==> src/rtl/mips_pkg.sv <==
// Shared encodings for the multicycle MIPS control path.
package mips_pkg;

   // Opcodes (instr[31:26]) that the controller recognises
   localparam logic [5:0] OP_LW    = 6'b100011;
   localparam logic [5:0] OP_SW    = 6'b101011;
   localparam logic [5:0] OP_RTYPE = 6'b000000;
   localparam logic [5:0] OP_BEQ   = 6'b000100;
   localparam logic [5:0] OP_ADDI  = 6'b001000;
   localparam logic [5:0] OP_J     = 6'b000010;

   // ALUOp values consumed by ALUControl
   localparam logic [1:0] ALUOP_ADD   = 2'b00;
   localparam logic [1:0] ALUOP_SUB   = 2'b01;
   localparam logic [1:0] ALUOP_FUNCT = 2'b10;

   // ALU B-input select
   localparam logic [1:0] SRCB_B     = 2'b00;
   localparam logic [1:0] SRCB_FOUR  = 2'b01;
   localparam logic [1:0] SRCB_IMM   = 2'b10;
   localparam logic [1:0] SRCB_IMMSH = 2'b11;

   // PC source select
   localparam logic [1:0] PCSRC_ALU    = 2'b00;
   localparam logic [1:0] PCSRC_ALUOUT = 2'b01;
   localparam logic [1:0] PCSRC_JUMP   = 2'b10;

   typedef enum logic [3:0] {
      FETCH   = 4'd0,
      DECODE  = 4'd1,
      MEMADR  = 4'd2,
      MEMRD   = 4'd3,
      MEMWB   = 4'd4,
      MEMWR   = 4'd5,
      EXECUTE = 4'd6,
      ALUWB   = 4'd7,
      BRANCH  = 4'd8,
      ADDIEX  = 4'd9,
      ADDIWB  = 4'd10,
      JUMP    = 4'd11
   } state_t;

   // Datapath control vector produced for each state
   typedef struct packed {
      logic       iord;
      logic       memwrite;
      logic       irwrite;
      logic       regdst;
      logic       memtoreg;
      logic       regwrite;
      logic       alusrca;
      logic [1:0] alusrcb;
      logic [1:0] aluop;
      logic [1:0] pcsrc;
      logic       pcen;
   } ctrl_t;

endpackage

==> src/rtl/mips_ctrl_decode.sv <==
// State-to-control decoder: pure combinational lookup of datapath controls.
module mips_ctrl_decode
   import mips_pkg::*;
(
   input  state_t state,
   input  logic   mem_ready,
   input  logic   zero,
   output ctrl_t  ctrl
);

   // Map the current state (plus ready/zero qualifiers) onto the control vector
   always_comb begin
      // NOTE: clear every field first so no path through the case leaves a latch.
      ctrl = '0;
      case (state)
         FETCH: begin
            ctrl.alusrcb = SRCB_FOUR;
            ctrl.aluop   = ALUOP_ADD;
            ctrl.pcsrc   = PCSRC_ALU;
            ctrl.irwrite = mem_ready;
            ctrl.pcen    = mem_ready;
         end
         DECODE: ctrl.alusrcb = SRCB_IMMSH;
         MEMADR: begin
            ctrl.alusrca = 1'b1;
            ctrl.alusrcb = SRCB_IMM;
         end
         MEMRD: ctrl.iord = 1'b1;
         MEMWB: begin
            ctrl.memtoreg = 1'b1;
            ctrl.regwrite = 1'b1;
         end
         MEMWR: begin
            ctrl.iord     = 1'b1;
            ctrl.memwrite = 1'b1;
         end
         EXECUTE: begin
            ctrl.alusrca = 1'b1;
            ctrl.alusrcb = SRCB_B;
            ctrl.aluop   = ALUOP_FUNCT;
         end
         ALUWB: begin
            ctrl.regdst   = 1'b1;
            ctrl.regwrite = 1'b1;
         end
         BRANCH: begin
            ctrl.alusrca = 1'b1;
            ctrl.alusrcb = SRCB_B;
            ctrl.aluop   = ALUOP_SUB;
            ctrl.pcsrc   = PCSRC_ALUOUT;
            ctrl.pcen    = zero;
         end
         ADDIEX: begin
            ctrl.alusrca = 1'b1;
            ctrl.alusrcb = SRCB_IMM;
         end
         ADDIWB: ctrl.regwrite = 1'b1;
         JUMP: begin
            ctrl.pcsrc = PCSRC_JUMP;
            ctrl.pcen  = 1'b1;
         end
         default: ctrl = '0;
      endcase
   end

endmodule

==> src/rtl/mips_multicycle_ctrl.sv <==
// Main control FSM for the multicycle MIPS datapath: state register,
// opcode-driven sequencing and retired-instruction counter.
module mips_multicycle_ctrl
   import mips_pkg::*;
#(
   parameter bit USE_MEM_READY = 1'b1,
   parameter int CNT_W         = 32
) (
   input  logic             clk,
   input  logic             reset,
   input  logic [5:0]       opcode,
   input  logic             zero,
   input  logic             mem_ready,
   output logic             IorD,
   output logic             MemWrite,
   output logic             IRWrite,
   output logic             RegDst,
   output logic             MemtoReg,
   output logic             RegWrite,
   output logic             ALUSrcA,
   output logic [1:0]       ALUSrcB,
   output logic [1:0]       ALUOp,
   output logic [1:0]       PCSrc,
   output logic             PCEn,
   output logic             illegal_op,
   output logic [3:0]       state_o,
   output logic [CNT_W-1:0] retired
);

   state_t state_q, state_d;
   ctrl_t  ctrl;
   logic   mem_rdy;
   logic   illegal_d;
   logic   retire;

   assign mem_rdy = USE_MEM_READY ? mem_ready : 1'b1;

   mips_ctrl_decode u_decode (
      .state     (state_q),
      .mem_ready (mem_rdy),
      .zero      (zero),
      .ctrl      (ctrl)
   );

   // State register; reset returns to FETCH from any point in an instruction
   always_ff @(posedge clk or posedge reset) begin
      // NOTE: sequential state uses non-blocking assignments only.
      if (reset) state_q <= FETCH;
      else       state_q <= state_d;
   end

   // Next-state selection and illegal-opcode detection
   always_comb begin
      state_d   = FETCH;
      illegal_d = 1'b0;
      case (state_q)
         FETCH:   state_d = mem_rdy ? DECODE : FETCH;
         DECODE: begin
            case (opcode)
               OP_LW, OP_SW: state_d = MEMADR;
               OP_RTYPE:     state_d = EXECUTE;
               OP_BEQ:       state_d = BRANCH;
               OP_ADDI:      state_d = ADDIEX;
               OP_J:         state_d = JUMP;
               default: begin
                  state_d   = FETCH;
                  illegal_d = 1'b1;
               end
            endcase
         end
         MEMADR: begin
            if (opcode == OP_LW)      state_d = MEMRD;
            else if (opcode == OP_SW) state_d = MEMWR;
            else                      state_d = FETCH;
         end
         MEMRD:   state_d = mem_rdy ? MEMWB : MEMRD;
         MEMWR:   state_d = mem_rdy ? FETCH : MEMWR;
         EXECUTE: state_d = ALUWB;
         ADDIEX:  state_d = ADDIWB;
         default: state_d = FETCH;   // write-back, branch, jump and undefined codes
      endcase
   end

   // An instruction retires on its final cycle
   always_comb begin
      case (state_q)
         MEMWB, ALUWB, ADDIWB, BRANCH, JUMP: retire = 1'b1;
         MEMWR:                              retire = mem_rdy;
         default:                            retire = 1'b0;
      endcase
   end

   // Retired-instruction counter, wraps naturally at 2^CNT_W
   always_ff @(posedge clk or posedge reset) begin
      if (reset)       retired <= '0;
      else if (retire) retired <= retired + CNT_W'(1);
   end

   // Write enables are held off for as long as reset is asserted
   assign IorD       = ctrl.iord;
   assign MemWrite   = ctrl.memwrite & ~reset;
   assign IRWrite    = ctrl.irwrite  & ~reset;
   assign RegDst     = ctrl.regdst;
   assign MemtoReg   = ctrl.memtoreg;
   assign RegWrite   = ctrl.regwrite & ~reset;
   assign ALUSrcA    = ctrl.alusrca;
   assign ALUSrcB    = ctrl.alusrcb;
   assign ALUOp      = ctrl.aluop;
   assign PCSrc      = ctrl.pcsrc;
   assign PCEn       = ctrl.pcen & ~reset;
   assign illegal_op = illegal_d & ~reset;
   assign state_o    = state_q;

endmodule
==> config.mk <==
export PLATFORM = sky130hd
export DESIGN_NAME = mips_multicycle_ctrl
export DESIGN_NICKNAME = d
export VERILOG_FILES = /design/src/rtl/mips_pkg.sv /design/src/rtl/mips_ctrl_decode.sv /design/src/rtl/mips_multicycle_ctrl.sv
export SDC_FILE = /design/constraint.sdc
export NUM_CORES = 1
export LEC_CHECK = 0
export ABC_CLOCK_PERIOD_IN_PS = 4930
export CAP_MARGIN = 20
export CELL_PAD_IN_SITES_DETAIL_PLACEMENT = 2
export CELL_PAD_IN_SITES_GLOBAL_PLACEMENT = 2
export CORE_UTILIZATION = 30
export DETAILED_ROUTE_END_ITERATION = 6
export GPL_TIMING_DRIVEN = 0
export PLACE_DENSITY_LB_ADDON = 0.1
export SETUP_SLACK_MARGIN = 0.3
export SLEW_MARGIN = 20
export SYNTH_ARGS = -nofsm -noshare
export SYNTH_HDL_FRONTEND = slang
export SYNTH_SLANG_ARGS = --single-unit
==> constraint.sdc <==
create_clock -name clk -period 4.93 [get_ports clk]
set_input_delay 1.2325 -clock clk [delete_from_list [all_inputs] [get_ports clk]]
set_output_delay 1.2325 -clock clk [all_outputs]
set_load 0.05 [all_outputs]
Word level (Yosys, flattened, before mapping)
Cells that the tools add are included.
{"block": "word_totals", "out_inout_bits": 51, "mem_bits_ro": 0, "mem_count": 0, "regBits": 36, "mem_bits_rw": 0, "latch_bits": 0, "wordCells": 54}
{"block": "classes", "n_div": 0, "order_cmp": 0, "muxes": 20, "add_sub_neg": 1, "n_eq_ne": 16, "shifts": 0, "n_bitwise": 6, "multipliers": 0, "reduce_logical": 9}
{"op": "$add A32 B1 Y32 const B", "count": 1}
{"op": "$pmux W4 S7", "count": 1}
{"op": "$pmux W4 S5", "count": 1}
{"op": "$eq A4 B3 Y1 const B", "count": 4}
{"op": "$eq A4 B4 Y1 const B", "count": 4}
{"op": "$eq A6 B6 Y1 const B", "count": 2}
{"op": "$mux W3", "count": 4}
{"op": "$mux W1", "count": 10}
{"op": "$pmux W3 S3", "count": 1}
{"op": "$eq A4 B2 Y1 const B", "count": 2}
{"op": "$eq A6 B2 Y1 const B", "count": 1}
{"op": "$eq A6 B3 Y1 const B", "count": 1}
{"op": "$eq A6 B4 Y1 const B", "count": 1}
{"op": "$logic_not A6 Y1", "count": 1}
{"op": "$pmux W2 S3", "count": 1}
{"op": "$reduce_or A2 Y1", "count": 3}
{"op": "$reduce_or A6 Y1", "count": 1}
{"op": "$and A1 B1 Y1", "count": 5}
{"op": "$reduce_or A5 Y1", "count": 1}
{"op": "$eq A4 B1 Y1 const B", "count": 1}
{"op": "$logic_not A4 Y1", "count": 1}
{"op": "$pmux W2 S2", "count": 1}
{"op": "$reduce_or A4 Y1", "count": 1}
{"op": "$reduce_or A3 Y1", "count": 1}
{"op": "2 further kinds", "count": 2}

Longest topological paths before layout
{"block": "logic_depth", "depth_word": 5, "depth_mapped": 7}

Cells and area by module
Synthesis repeated with hierarchy kept, for this count alone.
{"block": "hier_totals", "hier_cells": 226, "area_unflattened_um2": 2120.8}
{"module": "mips_multicycle_ctrl", "n_inst": 1, "area_each_um2": 1950.6, "cells_per_inst": 198}
{"module": "mips_ctrl_decode", "n_inst": 1, "area_each_um2": 170.2, "cells_per_inst": 28}

Least setup slack after synthesis
Ideal clock, no wire load.
{"block": "synth_path", "path_kind": "input-to-output", "start": "input reset", "end": "output illegal_op", "slack_ps": 243, "path_stages": 3, "arrival_ps": 3454, "required_time_ps": 3698, "cell_sequence": "inv_1 > nand3_1 > a311oi_1"}
{"block": "synth_via", "elab_chain_len": 2}
{"element": "from (decl)", "line_no": "mips_multicycle_ctrl.sv:10", "text": "input logic reset,"}
{"element": "$not A1 Y1", "line_no": "mips_multicycle_ctrl.sv:111", "text": "assign illegal_op = illegal_d & ~reset;"}
{"element": "$and A1 B1 Y1", "line_no": "mips_multicycle_ctrl.sv:111"}
{"element": "to (decl)", "line_no": "mips_multicycle_ctrl.sv:25", "text": "output logic illegal_op,"}
Every way passes these cells.

Final worst setup path
{"block": "layout_path", "start": "input reset", "end": "output IRWrite"}
{"block": "layout_via", "elab_chain_len": 2}
{"element": "$not A1 Y1", "line_no": "mips_multicycle_ctrl.sv:102", "text": "assign IRWrite = ctrl.irwrite & ~reset;"}
{"element": "$and A1 B1 Y1", "line_no": "mips_multicycle_ctrl.sv:102"}
{"element": "to (decl)", "line_no": "mips_multicycle_ctrl.sv:16", "text": "output logic IRWrite,"}
Every way passes these cells.

==> results.md <==
* FFs w/ async S/R, synth at 100%
* Syn_nets at 218
* Crit path max-delay cell type: clkdlybuf4s50_1
* CTS clk-pin slew, worst paths at 0.07 ns
* Post-synth EDFFs at 0
* Hold Crit Class: flip-flop to flip-flop
* Sequential area share after synthesis at between 40% and 50%
* Yosys warnings at 0
* First-pass GRT wire length at 9490 um
* Initial Util at roughly 31%
* Cells on worst reg2reg path at 6
* Initial antenna violation count at 0
* Crit Reg-Reg Startpoint: state_o[1]
* H-tree depth at 2
* Area Growth Syn to Fin at 40.2%
* CP arrival at 3.15 ns
* Post-route DRC at 0
* Max incr delay on CP at 0.80 ns
* Proportion of layout cells with a drive suffix above 1 at under 10%
* Final Cycle Share at around nine tenths
* Final hold vios at 0
* Top fanout value on the critical path at 16
* Yosys cell types at between 40 and 50
* CP Class: input port to output pin
* Register share of total power at 43.0%
* Final Setup Violations at 0
* HP Start: retired[31]
* Setup TNS at 0 ns
* Final #Nets at ~280
* Worst skew pair latency at slightly below 0.3 ns
* Antenna Nets Post-Route at 0
* Slew Viols, Final at 0
* Diode count at 0
* Smallest setup slack after layout at 0.551 ns
* Sw power at between 0.2 and 0.3 mW
* FMAX at around 230 MHz
* Setup WS pre-CTS at ~0.31 ns
* Largest net degree at the start of global routing at 24
* DR WL/cell at 15.7 um
* Cell chosen for the clock root: clkbuf_8
* Final wirelength at 5490 um
* Pwr Density at between 200 and 300 nW/um^2
* WHS at 0.470 ns
* Area of the core at approximately 6300 sq um
* Vias per cell at ~5.1
* VDD IR max at between 0.09 and 0.1 mV
* Final min period at around 4.4 ns
* Tightest Pin Transition at between 0.5 and 0.6 ns
* Status: complete, no violations
* FF-to-FF setup slack at 2.93 ns
* WP data required at around 3.7 ns
* Most common cell on crit path: clkdlybuf4s50_1
* Mapped Area at about 2000 sq um
* Via count at approximately 1800
* Yosys reg bits at 36
* Leak pwr at 1.19 nW
* Gr usage total at about 17%
* TritonRoute pass-1 iters at 3
* IO Pins at roughly 60
* Setup Buffers After CTS at 0
* RSZ-0062 raised after global routing: no
* CTS tree: built
* Worst clock skew at approximately 0.0059 ns
* Chip height at approximately 83 um
* Most common cell after layout, fill and taps aside: clkdlybuf4s50_1
* Clk sink count at 36
* WHS Path Cells at 1
* Placer Congestion at ~0.68
* GR Overflow Total at 0
* Reg2reg end: retired[29]
* Comb pwr share at between 20% and 30%
* Die X at 83.1 um
* Placed wire-length estimate at 4190 um
* Row count at 29
* Worst slew margin at 62.5%
* Worst setup SP type: input port
* Drt first-iter violations at 26
* Clock power share at ~28%
* Top FF cell, synth: dfrtp_1
* Port buffer count at 57
* Vias in the first global route at between 1500 and 2000
* Crit end category: output pin
* Die Area at roughly 6900 sq um
* Total CTS buffers at 5
* P_int at around 0.50 mW
* Sw frac at a little over a third
* Syn Inst Count at 207
* WHS Endpoint: retired[31]
* Number of buffers on the longest clock path at 2
* CP cell instances: clkdlybuf4s50_1 > inv_2 > and4_1 > clkdlybuf4s50_1
* Commonest cells after routing, fill and taps aside: clkdlybuf4s50_1, dfrtp_1, nor2_1
* Max-Cap Viols at 0
* Mean Syn Cell Area at 9.54 sq um
## registers in the layout (all words and copies together), names as in the netlist
signal	count
retired	32
state_o	4
## stage by stage
stage / instance area (sq um) / utilization (%) / power (mW) / std cells
final: 2770 / 43.6 / 0.781 / 350
after global routing: 2770 / 43.6 / 0.818 / 350
after detailed placement: 2680 / 42.1 / 0.572 / 342
after floorplan: 1980 / - / 0.486 / 207
after CTS: 2770 / 43.5 / 0.796 / 350
after global placement: 2650 / 41.7 / 0.562 / 341
## worst max-delay path by stage
stage               start    endpoint  cells past startpoint
CTS                 reset  illegal_op                      5
global route        reset     IRWrite                      4
finish              reset     IRWrite                      4
global placement    reset  illegal_op                      5
detailed placement  reset  illegal_op                      5
floorplan           reset  illegal_op                      3
## power by group through the flow
stage | registers, mW | logic (mW) | clock network [mW]
after CTS | 0.337 | 0.229 | 0.229
after floorplan | 0.394 | 0.0915 | 0
after detailed placement | 0.343 | 0.229 | 0
final | 0.336 | 0.226 | 0.219
after global routing | 0.339 | 0.240 | 0.239
after global placement | 0.341 | 0.221 | 0
## cells by family after synthesis
kind of cell / Yosys count / synth area share, %
flops: 36 / 45.6
compound gates: 25 / 8.75
xor+xnor: 33 / 14.6
fa+ha+maj: 1 / 0.634
mux: 1 / 0.570
simple gates: 93 / 25.7
buf+inv: 18 / 4.06
## cell type report
cell class              instances  area, sq um
inverters                       8         30.0
multi-input cells             153         1000
plain buffers                  10         50.0
flip-flops and latches         36          901
clock buffers                   8         90.1
repair buffers                 58          601
fillers                       692         3580
well taps                      77         96.3
## cell usage after synthesis, drive strengths merged (2+ instances only)
cell type	n	share of area (%)
a21oi	5	1.3
and2	2	0.63
and3	3	0.95
and4	8	3.5
buf	4	1.4
clkbuf	6	1.1
dfrtp	36	46
inv	8	1.5
nand2	19	3.6
nand2b	4	1.8
nand3	10	2.5
nand4	4	1.3
nor2	20	3.8
nor2b	3	0.95
nor3	16	5.1
o211ai	3	1.1
o21ai	7	1.8
or3	3	1.2
xnor2	18	8.0
xor2	15	6.7
## metal layers
layer / routed length (um) / vias up / global-route usage [%]
li1: - / 848 / -
met1: 2470 / 886 / 21.8
met2: 2800 / 32 / 29.4
met3: 155 / 6 / 2.98
met4: 57 / 0 / 4.23
met5: 0 / - / 0
## worst max-delay path: cells and delay by family
kind                   cells  cell delay (ns)
buffers and inverters      3             1.65
and+or+nand+nor            1             0.27
## repair_timing
item | in CTS | in global routing
hold buffers | 0 | 0
endpoints found under the hold margin | 0 | 0
setup endpoints to repair | 0 | 1
resized for setup | 0 | 1
Power figures use the tool's default switching activity.
